**src/rtl/video_rx_pkg.sv**
```systemverilog
// Shared types and widths for the video stream receiver.
package video_rx_pkg;

    // Receiver framing state: hunting for start-of-frame, or inside a frame.
    typedef enum logic {
        WAIT_SOF,
        ACTIVE
    } rx_state_t;

    localparam int unsigned COORD_W     = 11;
    localparam int unsigned FRAME_CNT_W = 16;
    localparam int unsigned GAP_CNT_W   = 16;

endpackage

```
**src/rtl/video_xy_counter.sv**
```systemverilog
// Column/row position tracker for the video receiver.
// Priority of controls: clear > restart > line_close > inc.
module video_xy_counter
    import video_rx_pkg::*;
#(
    parameter int unsigned width  = 10,
    parameter int unsigned height = 10
) (
    input  logic               clk,
    input  logic               rst,
    input  logic               clear,      // back to (0,0), frame finished
    input  logic               restart,    // SOF pixel consumed at (0,0); next is (1,0)
    input  logic               line_close, // line ended: x=0, y+1
    input  logic               inc,        // ordinary pixel: x+1
    output logic [COORD_W-1:0] x,
    output logic [COORD_W-1:0] y,
    output logic               last_pix,
    output logic               last_line
);

    localparam logic [COORD_W-1:0] XLast = COORD_W'(width - 1);
    localparam logic [COORD_W-1:0] YLast = COORD_W'(height - 1);

    logic [COORD_W-1:0] x_q;
    logic [COORD_W-1:0] y_q;

    // Position update, held whenever no control is asserted (tvalid gaps).
    always_ff @(posedge clk) begin
        if (rst) begin
            x_q <= '0;
            y_q <= '0;
        end else if (clear) begin
            x_q <= '0;
            y_q <= '0;
        end else if (restart) begin
            x_q <= COORD_W'(1);
            y_q <= '0;
        end else if (line_close) begin
            x_q <= '0;
            y_q <= y_q + COORD_W'(1);
        end else if (inc) begin
            x_q <= x_q + COORD_W'(1);
        end
    end

    // Position flags for the FSM.
    always_comb begin
        x         = x_q;
        y         = y_q;
        last_pix  = (x_q == XLast);
        last_line = (y_q == YLast);
    end

endmodule

```
**src/rtl/video_stream_rx.sv**
```systemverilog
// AXI4-Stream video sink: recovers frame/line timing, tags pixels with (x,y)
// and flags protocol errors. No backpressure; tvalid gaps freeze everything.
// Optional macro VIDEO_RX_GAP_STAT_EN adds gap_cnt: tvalid-low cycles between
// the SOF beat and the final beat of the last completed frame.
module video_stream_rx
    import video_rx_pkg::*;
#(
    parameter int unsigned N      = 8,
    parameter int unsigned width  = 10,
    parameter int unsigned height = 10
) (
    input  logic                   sys_clk,
    input  logic                   sys_rst,
    input  logic [N-1:0]           s_video_tdata,
    input  logic                   s_video_tvalid,
    input  logic                   s_video_tlast,
    input  logic                   s_video_tuser,
    output logic [N-1:0]           pix_data,
    output logic                   pix_valid,
    output logic [COORD_W-1:0]     pix_x,
    output logic [COORD_W-1:0]     pix_y,
    output logic                   frame_done,
    output logic                   err_early_eol,
    output logic                   err_late_eol,
    output logic                   err_sof_mid,
    output logic [FRAME_CNT_W-1:0] frame_cnt
`ifdef VIDEO_RX_GAP_STAT_EN
    ,
    output logic [GAP_CNT_W-1:0]   gap_cnt
`endif
);

    rx_state_t          state_q;
    logic [COORD_W-1:0] cur_x;
    logic [COORD_W-1:0] cur_y;
    logic               last_pix;
    logic               last_line;

    logic beat_sof;   // any beat carrying tuser (restart wins over tlast)
    logic beat_act;   // ordinary in-frame beat
    logic line_end;
    logic frame_end;
    logic ctr_clear;
    logic ctr_restart;
    logic ctr_close;
    logic ctr_inc;

    // Beat classification and counter control.
    always_comb begin
        beat_sof    = s_video_tvalid & s_video_tuser;
        beat_act    = s_video_tvalid & ~s_video_tuser & (state_q == ACTIVE);
        line_end    = beat_act & (s_video_tlast | last_pix);
        frame_end   = line_end & last_line;
        ctr_clear   = frame_end;
        ctr_restart = beat_sof;
        ctr_close   = line_end & ~last_line;
        ctr_inc     = beat_act & ~line_end;
    end

    video_xy_counter #(
        .width  (width),
        .height (height)
    ) u_xy (
        .clk        (sys_clk),
        .rst        (sys_rst),
        .clear      (ctr_clear),
        .restart    (ctr_restart),
        .line_close (ctr_close),
        .inc        (ctr_inc),
        .x          (cur_x),
        .y          (cur_y),
        .last_pix   (last_pix),
        .last_line  (last_line)
    );

    // Framing FSM with registered pixel, strobe and error outputs.
    always_ff @(posedge sys_clk) begin
        if (sys_rst) begin
            state_q       <= WAIT_SOF;
            pix_data      <= '0;
            pix_valid     <= 1'b0;
            pix_x         <= '0;
            pix_y         <= '0;
            frame_done    <= 1'b0;
            err_early_eol <= 1'b0;
            err_late_eol  <= 1'b0;
            err_sof_mid   <= 1'b0;
            frame_cnt     <= '0;
        end else begin
            pix_valid     <= 1'b0;
            frame_done    <= 1'b0;
            err_early_eol <= 1'b0;
            err_late_eol  <= 1'b0;
            err_sof_mid   <= 1'b0;
            if (beat_sof) begin
                pix_valid   <= 1'b1;
                pix_data    <= s_video_tdata;
                pix_x       <= '0;
                pix_y       <= '0;
                err_sof_mid <= (state_q == ACTIVE);
                state_q     <= ACTIVE;
            end else if (beat_act) begin
                pix_valid     <= 1'b1;
                pix_data      <= s_video_tdata;
                pix_x         <= cur_x;
                pix_y         <= cur_y;
                err_early_eol <= s_video_tlast & ~last_pix;
                err_late_eol  <= last_pix & ~s_video_tlast;
                if (frame_end) begin
                    frame_done <= 1'b1;
                    frame_cnt  <= frame_cnt + FRAME_CNT_W'(1);
                    state_q    <= WAIT_SOF;
                end
            end
        end
    end

`ifdef VIDEO_RX_GAP_STAT_EN
    logic [GAP_CNT_W-1:0] gap_acc_q;

    // Saturating count of idle cycles inside a frame, published at frame end.
    always_ff @(posedge sys_clk) begin
        if (sys_rst) begin
            gap_acc_q <= '0;
            gap_cnt   <= '0;
        end else begin
            if (beat_sof) begin
                gap_acc_q <= '0;
            end else if ((state_q == ACTIVE) && !s_video_tvalid && (gap_acc_q != '1)) begin
                gap_acc_q <= gap_acc_q + GAP_CNT_W'(1);
            end
            if (frame_end) begin
                gap_cnt <= gap_acc_q;
            end
        end
    end
`endif

endmodule

```
**config.mk**
```make
export PLATFORM = sky130hd
export DESIGN_NAME = video_stream_rx
export DESIGN_NICKNAME = d
export VERILOG_FILES = /design/src/rtl/video_rx_pkg.sv /design/src/rtl/video_xy_counter.sv /design/src/rtl/video_stream_rx.sv
export SDC_FILE = /design/constraint.sdc
export NUM_CORES = 1
export LEC_CHECK = 0
export CAP_MARGIN = 20
export CORE_MARGIN = 4
export CORE_UTILIZATION = 40
export CTS_CLUSTER_DIAMETER = 50
export DETAILED_ROUTE_END_ITERATION = 8
export SETUP_SLACK_MARGIN = 0.3
export SYNTH_ARGS = -nofsm -noshare
export SYNTH_HDL_FRONTEND = slang
export SYNTH_SLANG_ARGS = --single-unit
```
**constraint.sdc**
```tcl
create_clock -name sys_clk -period 3.7 [get_ports sys_clk]
set_input_delay 0.74 -clock sys_clk [delete_from_list [all_inputs] [get_ports sys_clk]]
set_output_delay 0.74 -clock sys_clk [all_outputs]
set_load 0.03 [all_outputs]
```
======== After elaboration in Yosys (flattened, before gate mapping) ========
Index checks and enable logic that the tools add are counted.
word-level totals
  register bits ........................... 74
  input bits .............................. 13
  logic and storage cells ................. 57
operators by class
  $add $sub $neg .......................... 3
  equal/unequal tests ..................... 2
  multiplexer cells ....................... 11
  bitwise operators ....................... 17
  reductions and logical operators ........ 11
operators with widths
  operator                                              number
  adder 11 x 1 -> 11 bit, second input constant         2
  equality test 11 x 4 -> 1 bit, second input constant  2
  adder 16 x 1 -> 16 bit, second input constant         1
  two-way mux 8 bit                                     2
  AND 1 bit                                             9
  two-way mux 1 bit                                     9
  inverter 1 bit                                        7
  OR reduction 2 bit                                    3
  OR reduction 3 bit                                    2
  nonzero test 2 bit                                    2
  OR reduction 4 bit                                    1
  AND reduction 3 bit                                   1
  nonzero test 3 bit                                    1
  AND reduction 2 bit                                   1
  OR 1 bit                                              1

======== Longest topological paths before layout ========
  depth after elaboration ................. 9
  mapped depth ............................ 8
  depth with buffers taken out ............ 7

======== By module ========
Synthesis repeated with hierarchy kept, for this count alone.
unflattened totals
  cells, all modules ...................... 356
  area, all modules ....................... 3074.2 µm²
by module, submodules not included
  module            times used  cells each  area each (µm²)  seq. area each (µm²)
  video_stream_rx   1           236         2004.4           1041.0
  video_xy_counter  1           120         1069.8           440.4

======== Worst setup path after synthesis ========
OpenSTA, ideal clock, no wires.
  kind .................................... reg2reg
  start ................................... reg u_xy.x_q[4] (netlist: u_xy.x[4])
  end ..................................... reg frame_cnt[9]
  library setup time ...................... 71 ps
  data arrival time ....................... 2296 ps
  data required time ...................... 3629 ps
  path slack .............................. 1334 ps
  stages on the path, launching flop included .. 7
  path buffers ............................ 1
  period minus slack after synthesis ...... 2366 ps
  cell sequence ........................... dfxtp_1 or4b_1 o31a_1 or4_4 buf_6 or3_1 a21oi_1
between the ends
  cells in the longest elaborated chain, start to end .. 5
ends and longest elaborated chain
  what                                  RTL line                text
  start, declared                       video_xy_counter.sv:24  logic [COORD_W-1:0] x_q;
  start signal, assigned                video_xy_counter.sv:42  x_q <= x_q + COORD_W'(1);
  equality test 11 x 4 -> 1 bit         video_xy_counter.sv:50  last_pix = (x_q == XLast);
  OR 1 bit                              video_stream_rx.sv:52   line_end = beat_act & (s_video_tlast | last_pix);
  AND 1 bit                             video_stream_rx.sv:52
  AND 1 bit                             video_stream_rx.sv:53   frame_end = line_end & last_line;
  AND reduction 3 bit (no source line)  -
  end signal, assigned                  video_stream_rx.sv:111  frame_cnt <= frame_cnt + FRAME_CNT_W'(1);
  end, declared                         video_stream_rx.sv:26   output logic [FRAME_CNT_W-1:0] frame_cnt
No other way between the ends.
A chain may end at the register's enable or synchronous reset.

======== Final worst setup path ========
  start ................................... reg u_xy.x_q[3] (netlist: u_xy.x[3])
  end ..................................... reg frame_cnt[10]
The elaborated chain is that of the path after synthesis.

==> impl_metrics.toml <==
[logic_synthesis]
synth-simple-area-share_pct = 27.6
syn_area_um2 = 3100
synth_top_family_by_area = "simple AND/OR/NAND/NOR gates"
synthTopCellsByArea = "dfxtp_1 (48%), nand2_1 (7.3%), a21oi_1 (6.3%)"
syn_inst = 372
yosysTopAreaCell = "dfxtp_1"
synth-xor-area-share_pct = 4.52
yosysSeqAreaShare_pct = 47.8
synth-seq-cells = 74
synth_warnings = 0
synth_nets = 390
synth_top_area_share_pct = 47.8
synth-compound-area-share_pct = 11.3
avgSynthCellArea_um2 = 8.33
synth_mux_area_share_pct = 3.23
yosysUniqueCellTypes = 38
synthAdderAreaFrac_pct = 2.02

[worst_setup_path]
worstRegToRegCells = 6
reg2reg_slack_ns = 1.09
timing.rr.end = "frame_cnt[10]$_SDFFE_PP0P_"
arrival_ns = 2.89
critical_path_class = "reg -> reg"
startpoint_type = "flip-flop"
r2r_start = "u_xy.x[3]$_SDFFE_PP0P_"
worstPathMaxFanout = 16
critPathRequiredTime_ns = 3.98
worstSetupEndpointType = "flip-flop"

[global_routing]
grt_pass1_wl_mm = 12.2
grt_pass1_vias = 2634
grt_max_degree = 43
grt_overflow = 0
grt.total_usage_pct = 16.9
antenna_found_initial = 0

[final_layout]
layout-drive-gt1-share_pct = 5.28
area_delta_synth_final_pct = 30.6
design_area_um2 = 4050
diodes = 0
num-nets-final = 450
layout_commonest_cell = "dfxtp_1"
mostFrequentLayoutCells = "dfxtp_1 (74), clkdlybuf4s50_1 (63), nand2_1 (60)"

[job]
maxCapViolations = 0

[sta]
fmax_mhz = 383
report.final.setup_viol = 0
tightest_slew_ns = 0.921
rsz0062_at_grt = "no"
period_share_pct = 70.5
hold_violations = 0
slew_headroom_pct = 38.2
setup_tns_ns = 0
maxSlewViolCount = 0
fin_skew_ns = 0.00771
min_period_ns = 2.61

[power]
p_per_area_nw_per_um2 = 396
p_leak_nw = 1.34
peakVddDrop_mv = 0.231

[cts]
cts_sinks = 74
cts_max_path_buffers = 2
htreeDepth = 3
cts_buffers = 9
clockRootBuffer = "clkbuf_8"
ctsResizeCount = 0
clkLatencyLatePin_ns = 0.34
cts_tree = "done"
path_clk_slew_ns = 0.07
cts_setup_buffers = 0
hold_buffers = 0

[route]
first_iter_violations = 69
ant_nets = 0
viasPerCell = 5.13
wirelength_mm = 7.15
vias = 2746
drc = 0
first_pass_iters = 4
routedWlPerCell_um = 13.4

[floorplan]
fp-row-count = 31
die_area_um2 = 9220
start_util_pct = 41.8
die_w_um = 96.0
io_pins = 64
die_h_um = 96.0
coreArea_um2 = 7410

[placement]
hpwl_mm = 4.94
dpl_cell_area_um2 = 3820
place.gp.congestion = 0.795
io_buffers = 63

[min_path]
holdPathEnd = "pix_x[3]$_SDFFE_PP0P_"
hold_start = "pix_x[3]$_SDFFE_PP0P_"
hold_depth = 2
min_path_type = "reg -> reg"

[outcome]
status = "complete, no violations"
[kinds of logic (layout without fill, tap and decap cells)]
logic type	count (synthesis)	after routing
AND/OR/NAND/NOR	177	177
adder cells (fa/ha/maj)	5	5
buffers and inverters	27	91
AO/OA/AOI/OAI	63	63
multiplexers	10	10
XOR/XNOR	16	16
flip-flops	74	74
[layout make-up]
class / instances / area, µm²
clock inverter: 4 / 75.1
sequential: 74 / 1480
clock buffer: 11 / 151
multi-input combinational: 271 / 1510
tap: 99 / 124
fill: 696 / 3360
timing repair buffer: 70 / 683
inverter: 6 / 22.5
[worst max-delay path by stage]
stage | start | endpoint | slack [ns]
after floorplan | u_xy.x[4]$_SDFFE_PP0P_ | frame_cnt[9]$_SDFFE_PP0P_ | 1.33
after global placement | s_video_tlast | frame_cnt[10]$_SDFFE_PP0P_ | 0.88
after detailed placement | s_video_tlast | frame_cnt[10]$_SDFFE_PP0P_ | 0.81
after CTS | u_xy.x[3]$_SDFFE_PP0P_ | frame_cnt[10]$_SDFFE_PP0P_ | 1.09
after global routing | u_xy.x[3]$_SDFFE_PP0P_ | u_xy.y[8]$_SDFFE_PP0P_ | 0.96
final | u_xy.x[3]$_SDFFE_PP0P_ | frame_cnt[10]$_SDFFE_PP0P_ | 1.09
[critical path, stage by stage (launching register included)]
cell and delay, ns:
dfxtp_1 0.43, or4b_1 0.50, o31a_1 0.30, buf_4 0.19, or4_4 0.56, or4_1 0.42, a21oi_1 0.14
[sequential cells by signal, indices dropped and copies added (netlist names)]
register and cells:
frame_done 1, u_xy.y 11, pix_y 11, pix_x 11, err_sof_mid 1, state_q 1, pix_data 8, err_early_eol 1
pix_valid 1, u_xy.x 11, err_late_eol 1, frame_cnt 16
[cell usage after synthesis, drive strengths merged]
| master | count |
|---|---|
| nand3 | 16 |
| and3b | 1 |
| o211ai | 1 |
| or4 | 6 |
| nand2 | 60 |
| ha | 5 |
| or3 | 4 |
| nand4b | 2 |
| o31a | 1 |
| dfxtp | 74 |
| a22oi | 1 |
| nand2b | 3 |
| nor3 | 7 |
| clkbuf | 18 |
| and2 | 1 |
| a21oi | 39 |
| nor4b | 4 |
| inv | 6 |
| xnor2 | 8 |
| xor2 | 8 |
| nor4 | 9 |
| a31oi | 2 |
| a211oi | 2 |
| o22ai | 1 |
| o41ai | 1 |
| or4b | 1 |
| mux2i | 10 |
| o21ai | 10 |
| nor2b | 1 |
| and4 | 2 |
| and3 | 6 |
| nand3b | 2 |
| buf | 3 |
| nor2 | 45 |
| nand4 | 7 |
| o31ai | 5 |
[metal layers]
metal  up-vias  global-route usage (%)  wire length [µm]
met2        50                    27.3              3320
li1       1415                       -                 -
met1      1275                    21.4              3430
met3         6                    5.24               308
met4         0                    5.33                93
met5         -                       0                 0
[metrics by stage]
stage	util, %	hold WS (ns)	power (mW)	setup slack, ns	cells
2_1_floorplan	-	0.452	0.878	1.33	372
3_3_place_gp	51.5	0.443	0.916	0.881	520
3_5_place_dp	51.5	0.450	0.917	0.814	520
4_1_cts	54.6	0.461	1.62	1.09	535
5_1_grt	54.6	0.484	1.67	0.957	535
6_report	54.6	0.456	1.60	1.09	535
[power breakdown]
group          internal, mW  total [mW]  switching [mW]
Combinational        0.0351      0.0885          0.0535
Clock                 0.413       0.703           0.290
Sequential            0.804       0.809         0.00532
Note: power is estimated with default switching activity, not from simulation.
